$ cat src/rtl/fsm_datapath.sv
// -----------------------------------------------------------------------------
// fsm_datapath
//
// Execute/writeback stage sitting downstream of the sequencing FSM. Each clock
// it reads two operands from a 16 x 16-bit register file (or an immediate for
// B), performs one ALU operation and, when the result bus is enabled, writes
// the result into every register selected by regs_en. It also keeps the
// {N,Z,F,L,C} status register and a display latch holding the last value
// written to any register.
//
// Ports
//   clk          system clock, all state updates on posedge
//   reset        asynchronous, active-high; clears registers, flags, display
//   alu_op       operation code (AND/OR/XOR/ADD/SUB/CMP/MOV/LSH)
//   muxA, muxB   operand register selects; codes 16-31 read as zero
//   regs_en      per-register write enables, bit i writes Ri
//   imm          immediate operand
//   imm_control  1 = B operand is imm, 0 = B operand is R[muxB]
//   buff_en      result-bus enable; gates writeback and flag updates
//   bus_out      combinational result bus (0 when buff_en = 0)
//   flags        status register {N,Z,F,L,C}
//   disp_value   last value written to any register
// -----------------------------------------------------------------------------
module fsm_datapath #(
    parameter int WIDTH = 16,
    parameter int NREGS = 16
) (
    input  logic             clk,
    input  logic             reset,
    input  logic [7:0]       alu_op,
    input  logic [4:0]       muxA,
    input  logic [4:0]       muxB,
    input  logic [NREGS-1:0] regs_en,
    input  logic [WIDTH-1:0] imm,
    input  logic             imm_control,
    input  logic             buff_en,
    output logic [WIDTH-1:0] bus_out,
    output logic [4:0]       flags,
    output logic [WIDTH-1:0] disp_value
);

    typedef enum logic [7:0] {
        OP_AND = 8'h01,
        OP_OR  = 8'h02,
        OP_XOR = 8'h03,
        OP_ADD = 8'h05,
        OP_SUB = 8'h09,
        OP_CMP = 8'h0B,
        OP_MOV = 8'h0D,
        OP_LSH = 8'h84
    } op_e;

    // Bit positions inside flags = {N,Z,F,L,C}
    localparam int FLAG_N = 4;
    localparam int FLAG_Z = 3;
    localparam int FLAG_F = 2;
    localparam int FLAG_L = 1;
    localparam int FLAG_C = 0;

    logic [WIDTH-1:0] regs [NREGS];

    logic [WIDTH-1:0] a_val;
    logic [WIDTH-1:0] b_reg;
    logic [WIDTH-1:0] b_val;
    logic [WIDTH:0]   sum;
    logic [WIDTH:0]   diff;
    logic [WIDTH-1:0] result;
    logic             op_valid;
    logic             writes_reg;
    logic [4:0]       flags_next;

    // Operand fetch and ALU. Reads see the register contents before the
    // current edge, so a write in cycle n is visible to reads in cycle n+1.
    // NOTE: every output of this block gets a default first so no path
    // through the case statement leaves a signal unassigned (no latches).
    always_comb begin
        a_val      = muxA[4] ? '0 : regs[muxA[3:0]];
        b_reg      = muxB[4] ? '0 : regs[muxB[3:0]];
        b_val      = imm_control ? imm : b_reg;
        // One extra bit captures carry out of ADD and borrow out of SUB.
        sum        = {1'b0, a_val} + {1'b0, b_val};
        diff       = {1'b0, a_val} - {1'b0, b_val};

        result     = '0;
        op_valid   = 1'b0;
        writes_reg = 1'b0;
        flags_next = flags;

        case (alu_op)
            OP_AND: begin
                result     = a_val & b_val;
                op_valid   = 1'b1;
                writes_reg = 1'b1;
                flags_next[FLAG_Z] = ((a_val & b_val) == '0);
            end
            OP_OR: begin
                result     = a_val | b_val;
                op_valid   = 1'b1;
                writes_reg = 1'b1;
                flags_next[FLAG_Z] = ((a_val | b_val) == '0);
            end
            OP_XOR: begin
                result     = a_val ^ b_val;
                op_valid   = 1'b1;
                writes_reg = 1'b1;
                flags_next[FLAG_Z] = ((a_val ^ b_val) == '0);
            end
            OP_ADD: begin
                result     = sum[WIDTH-1:0];
                op_valid   = 1'b1;
                writes_reg = 1'b1;
                flags_next[FLAG_C] = sum[WIDTH];
                // Overflow: operands share a sign that the result does not.
                flags_next[FLAG_F] = (a_val[WIDTH-1] == b_val[WIDTH-1]) &&
                                     (sum[WIDTH-1] != a_val[WIDTH-1]);
                flags_next[FLAG_Z] = (sum[WIDTH-1:0] == '0);
            end
            OP_SUB: begin
                result     = diff[WIDTH-1:0];
                op_valid   = 1'b1;
                writes_reg = 1'b1;
                flags_next[FLAG_C] = diff[WIDTH];
                // Overflow: operand signs differ and result sign differs from A.
                flags_next[FLAG_F] = (a_val[WIDTH-1] != b_val[WIDTH-1]) &&
                                     (diff[WIDTH-1] != a_val[WIDTH-1]);
                flags_next[FLAG_Z] = (diff[WIDTH-1:0] == '0);
            end
            OP_CMP: begin
                // Result still appears on the bus, but no register is written.
                result     = diff[WIDTH-1:0];
                op_valid   = 1'b1;
                flags_next[FLAG_Z] = (a_val == b_val);
                flags_next[FLAG_L] = (a_val < b_val);
                flags_next[FLAG_N] = ($signed(a_val) < $signed(b_val));
            end
            OP_MOV: begin
                result     = b_val;
                op_valid   = 1'b1;
                writes_reg = 1'b1;
                flags_next[FLAG_Z] = (b_val == '0);
            end
            OP_LSH: begin
                result     = a_val << b_val[3:0];
                op_valid   = 1'b1;
                writes_reg = 1'b1;
                flags_next[FLAG_Z] = ((a_val << b_val[3:0]) == '0);
            end
            default: ;
        endcase
    end

    assign bus_out = buff_en ? result : '0;

    // Gating on buff_en first keeps X on other controls away from state
    // while the bus is disabled.
    // NOTE: state is updated with non-blocking assignments so every register
    // samples pre-edge values, which is what gives read-old-value semantics.
    // NOTE: the register file is a flop array that must read as zero after
    // reset, so it is cleared explicitly rather than left to power-up.
    always_ff @(posedge clk or posedge reset) begin
        if (reset) begin
            for (int i = 0; i < NREGS; i++) begin
                regs[i] <= '0;
            end
            flags      <= '0;
            disp_value <= '0;
        end else if (buff_en && op_valid) begin
            flags <= flags_next;
            if (writes_reg) begin
                for (int i = 0; i < NREGS; i++) begin
                    if (regs_en[i]) begin
                        regs[i] <= result;
                    end
                end
                if (|regs_en) begin
                    disp_value <= result;
                end
            end
        end
    end

endmodule

$ cat config.mk
export PLATFORM = sky130hd
export DESIGN_NAME = fsm_datapath
export DESIGN_NICKNAME = d
export VERILOG_FILES = /design/src/rtl/fsm_datapath.sv
export SDC_FILE = /design/constraint.sdc
export NUM_CORES = 1
export LEC_CHECK = 0
export BUFFER_PORTS_ARGS = -buffer_cell sky130_fd_sc_hd__buf_2
export CORE_MARGIN = 1
export CORE_UTILIZATION = 35
export CTS_CLUSTER_SIZE = 16
export DETAILED_ROUTE_END_ITERATION = 12
export SLEW_MARGIN = 30
export SYNTH_ARGS = -nofsm -noshare
export SYNTH_HDL_FRONTEND = slang
export SYNTH_SLANG_ARGS = --single-unit
$ cat constraint.sdc
create_clock -name clk -period 14.5 [get_ports clk]
set_input_delay 0.725 -clock clk [delete_from_list [all_inputs] [get_ports clk]]
set_output_delay 0.725 -clock clk [all_outputs]
set_load 0.01 [all_outputs]
---- Word level (Yosys, flattened, before mapping) ----
Index checks and enable logic that the tools add are counted.
operators by class
  $add $sub $neg .......................... 2
  $mul .................................... 0
  divide/modulo/power cells ............... 0
  order comparisons ....................... 4
  eq/ne operators ......................... 13
  shift-type cells ........................ 1
  muxes and demuxes ....................... 16
  bitwise gates (word level) .............. 5
  reduce and logical (&&, ||, !) cells .... 36
operators by type and width
  operator              number
  $bmux W16 S4          2
  $mux W16              8
  $logic_not A16 Y1     7
  $pmux W16 S7          1
  $reduce_and A3 Y1     17
  $lt A16 B16 Y1        2
  $eq A8 B4 Y1 const B  3
  $add A16 B16 Y17      1
  $sub A16 B16 Y17      1
  $and A16 B16 Y16      1
  $eq A16 B16 Y1        1
  $eq A8 B2 Y1 const B  2
  $or A16 B16 Y16       1
  $reduce_or A16 Y1     1
  $shl A16 B4 Y16       1
  $xor A16 B16 Y16      1
  $ge A5 B5 Y1 const B  2
  $not A4 Y5            2
  $eq A8 B1 Y1 const B  1
  $eq A8 B3 Y1 const B  1
  $eq A8 B8 Y1 const B  1
  $pmux W1 S8           1
  $reduce_bool A8 Y1    1
  $reduce_or A8 Y1      1
  other kinds (9)       17
word-level totals
  register bits after elaboration ......... 277
  latch bits .............................. 0
  RAM bits ................................ 0
  memory bits (read-only) ................. 0
  input port bits ......................... 54
  output and inout bits ................... 37
  logic and storage cells ................. 97
  memories ................................ 0

---- Longest topological paths before layout ----
  word-level depth ........................ 10
  mapped depth ............................ 25
  gate-level depth less buffers ........... 19

---- Worst setup path before layout ----
OpenSTA, ideal clock, no wires.
  path kind ............................... input -> output
  start ................................... in muxB[0]
  end ..................................... out bus_out[15]
  arrival ................................. 5.833 ns
  data required time ...................... 13.775 ns
  setup slack ............................. 7.942 ns
  stages .................................. 24
  cells stage by stage .................... buf_4 -> buf_6 -> buf_6 -> buf_2 -> buf_4 -> mux4_2 -> mux4_2 -> a22oi_1 -> inv_1 -> ha_1 -> clkbuf_1 -> o21a_1 -> o21ai_0 -> inv_1 -> a41o_1 -> nor4_1 -> o31a_1 -> xor2_1 -> mux2i_1 -> a22oi_1 -> and3_1 -> clkbuf_1 -> clkbuf_1 -> nor2_1
between the ends
  cells in the longest elaborated chain, start to end .. 9
ends and longest elaborated chain
  item                                            RTL line  RTL
  from (decl)                                     32        input logic [4:0] muxB,
  $not A4 Y5 (not written as such) *              78        b_reg = muxB[4] ? '0 : regs[muxB[3:0]];
  $bmux W16 S4 *                                  78
  $mux W16 (not written as such) * (2 in a row)   78
  $mux W16 *                                      78
  $mux W16 *                                      79        b_val = imm_control ? imm : b_reg;
  $sub A16 B16 Y17, or another cell as far along  82        diff = {1'b0, a_val} - {1'b0, b_val};
  $pmux W16 S7 *                                  89        case (alu_op)
  $mux W16 *                                      152       assign bus_out = buff_en ? result : '0;
  to (decl)                                       37        output logic [WIDTH-1:0] bus_out,
Mark *: on every way between the ends. The rest lies on a longest branch, timed or not. The select of a mux whose other input is x is not followed.

---- Worst setup path after layout ----
Ends and elaborated chain as after synthesis.

==> flow_summary.ini <==
[floorplanning]
num_rows = 81
dieArea_um2 = 51400
fp.dieH_um = 227
die_w_um = 227
floorplan.io_pins = 91
initial_utilization = 0.358
fp.coreArea_um2 = 49400

[timing]
report.final.slew_viol_count = 0
max_clock_freq_mhz = 118
finalWorstPathRequiredPeriod_ns = 8.50
setup_total_negative_slack_ns = 0
unrepaired_setup_endpoints_after_global_routing = false
slew_headroom = 0.305
final_min_period_over_clock_period = 0.586
setup_viol = 0
clock_skew_ns = 0.0162
worst_pin_slew_ns = 1.04
hold_viol_final = 0

[critical_path]
timing.critical_path.from_type = input port
critical_path.reg2reg.startpoint = regs[131]
reg2reg_to = regs[175]
crit_path_max_fanout = 25
critical_path.endpoint_type = primary output
worst-setup-path-type = in2out
worst-r2r-setup-slack_ns = 8.40
worst-endpoint-arrival_ns = 7.77
timing.critical_path.required_ns = 13.78
reg2reg_depth = 15

[logic_synthesis]
netlist_top_cells_area = dfrtp_1 39%, mux4_2 17%, o21ai_0 9.0%
postSynthNetCount = 1906
portion_of_the_post_synthesis_area_used_by_sequential_elements = 0.392
post_synth_num_cell_types = 78
count_of_synthesis_stage_warnings_from_yosys = 0
synth_area_um2 = 17700
synth_enable_flop_cells = 0
async_flop_share = 1.00
synthesis.instances = 1802
synth_flop_cell = dfrtp_1
synth.largest_area_cell = dfrtp_1
ys_seq_elements = 277
syn_avg_cell_area_um2 = 9.81
post-synth-top-area-fraction = 0.392

[cts]
h-tree-depth = 1
cts-hold-fix-buffers = 0
ctsResizeCount = 0
buffer_levels_on_the_longest_clock_path = 3
cts_made_buffers = 31
cts.reportedPaths.clkPinSlew_ns = 0.06
number_of_setup_buffers_added_after_cts = 0
tritoncts = done
insertion_delay_ns = 0.59
cts-root-buf = clkbuf_16
numClockSinks = 277

[placed_design]
gpl.final_weighted_congestion = 0.966
port_buffers = 90
dp_hpwl_um = 40100

[route]
route.detailed.vias_per_inst = 5.87
via_count = 14700
drc = 0
postRouteWirelength_um = 59400
detail_route.first_pass.iterations = 5
initialDrtViolationCount = 1348
final_antenna_net_count = 0
routedWlPerCell_um = 23.7

[grt]
grt_pass1_vias = 14500
grt_start_max_net_pins = 174
grt_pass1_wl_um = 91200
number_of_antenna_violations_at_the_first_check_in_global_routing = 0
grt_util_all_layers = 0.236
grt-ovfl-total = 0

[min_path]
hold_class = in2async

[final_layout]
nNetsFinal = 1923
utilization = 0.401
drive_above_1_share = 0.197
synthToLayoutAreaGrowth_pct = 12.0

[pwr]
max_vdd_drop_v = 0.0000813
total_leakage_power_uw = 0.00827
power.density_nw_per_um2 = 89.6

[status]
outcome = complete, no violations

[job]
max-cap-violations = 0
## worst max path at each step
| stage | start | to | slack [ns] | cells after the start |
|---|---|---|---|---|
| CTS | muxB[0] | bus_out[15] | 6.02 | 19 |
| global placement | muxB[0] | bus_out[15] | 6.16 | 19 |
| floorplan | reset | disp_value[0] | 6.14 | 1 |
| detailed placement | muxB[0] | bus_out[15] | 6.05 | 19 |
| global route | muxB[0] | bus_out[15] | 5.45 | 19 |
| finish | muxB[0] | bus_out[15] | 6.00 | 19 |
## kinds of logic (layout without fill, tap and decap cells)
kind of cell,count (synthesis),in the layout,share of synthesized area
multiplexers,194,194,0.208
XOR/XNOR,27,27,0.0134
flip-flops,277,277,0.392
AND/OR/NAND/NOR,536,536,0.131
adder cells (fa/ha/maj),50,50,0.0362
other,0,1,0
AO/OA/AOI/OAI,514,514,0.171
buffers and inverters,204,246,0.0488
## state kept, by name (all words and copies together), names as in the netlist
register	cells
flags	5
regs	256
disp_value	16
## area by class of cell
class | instances | area, um2
diodes | 1 | 2.50
clock buffers | 42 | 867
clock inverters | 16 | 206
fillers | 4891 | 29600
inverters | 51 | 199
multi-input cells | 1321 | 9920
flip-flops and latches | 277 | 6930
well taps | 664 | 831
repair buffers | 137 | 841
## critical path, cell delays in order
cell and delay (ns):
buf_4 0.34, buf_4 0.47, buf_4 0.54, mux4_2 0.32
mux2i_1 0.09, o211ai_1 0.74, clkinv_1 0.79, ha_1 0.68
inv_1 0.15, a221oi_1 0.40, o221ai_1 0.35, a2111o_1 0.50
o211ai_1 0.17, o21ai_0 0.22, xnor2_1 0.19, a22oi_1 0.19
and3_1 0.64, nor2_1 0.07, buf_2 0.16
## cell usage after synthesis (8+ instances only)
| cell | count |
|---|---|
| or2_2 | 9 |
| a22oi_1 | 12 |
| nand3_1 | 18 |
| and3_1 | 8 |
| xnor2_1 | 21 |
| nor2_1 | 60 |
| nand4_1 | 9 |
| mux2_2 | 12 |
| mux2i_1 | 45 |
| o21ai_0 | 317 |
| o22ai_1 | 14 |
| nand2_1 | 357 |
| o21a_1 | 8 |
| a31oi_1 | 8 |
| dfrtp_1 | 277 |
| nor4_1 | 17 |
| a21oi_1 | 41 |
| buf_2 | 19 |
| o211ai_1 | 12 |
| a21o_1 | 8 |
| o21ai_1 | 17 |
| o221ai_1 | 8 |
| ha_1 | 48 |
| nor3_1 | 21 |
| clkbuf_1 | 119 |
| mux4_2 | 135 |
| inv_1 | 49 |
## where the power goes
| group | internal [uW] | switching [uW] |
|---|---|---|
| sequential | 775 | 1.02 |
| combinational | 53.4 | 109 |
| clock | 492 | 343 |
## metal layers
metal,up-vias,wire length [um],GRT usage
met3,93,3460,0.0275
met1,7513,26300,0.330
met2,514,28400,0.387
met5,-,0,0
met4,0,1320,0.0602
li1,6614,-,-
## metrics by stage
stage                     cells  setup WS (ns)  power [uW]  instance area, um2  hold WS [ns]
after floorplan            1802           6.14         901               17700         0.458
after global placement     2449           6.16         951               18700         0.461
final                      2509           6.00        1770               19800         0.269
after CTS                  2507           6.02        1790               19800         0.307
after global routing       2508           5.45        1830               19800         0.329
after detailed placement   2449           6.05         951               18700         0.471
## cell usage in the layout, fill, tap and decap left out, types with 45 or more instances in the layout
master,Yosys,routed
buf_4,5,47
nand2_1,357,356
buf_2,19,88
dfrtp_1,277,277
nor2_1,60,60
inv_1,49,48
o21ai_0,317,316
mux2i_1,45,45
ha_1,48,48
mux4_2,135,135
No activity file was read; power rests on OpenSTA's default activity.
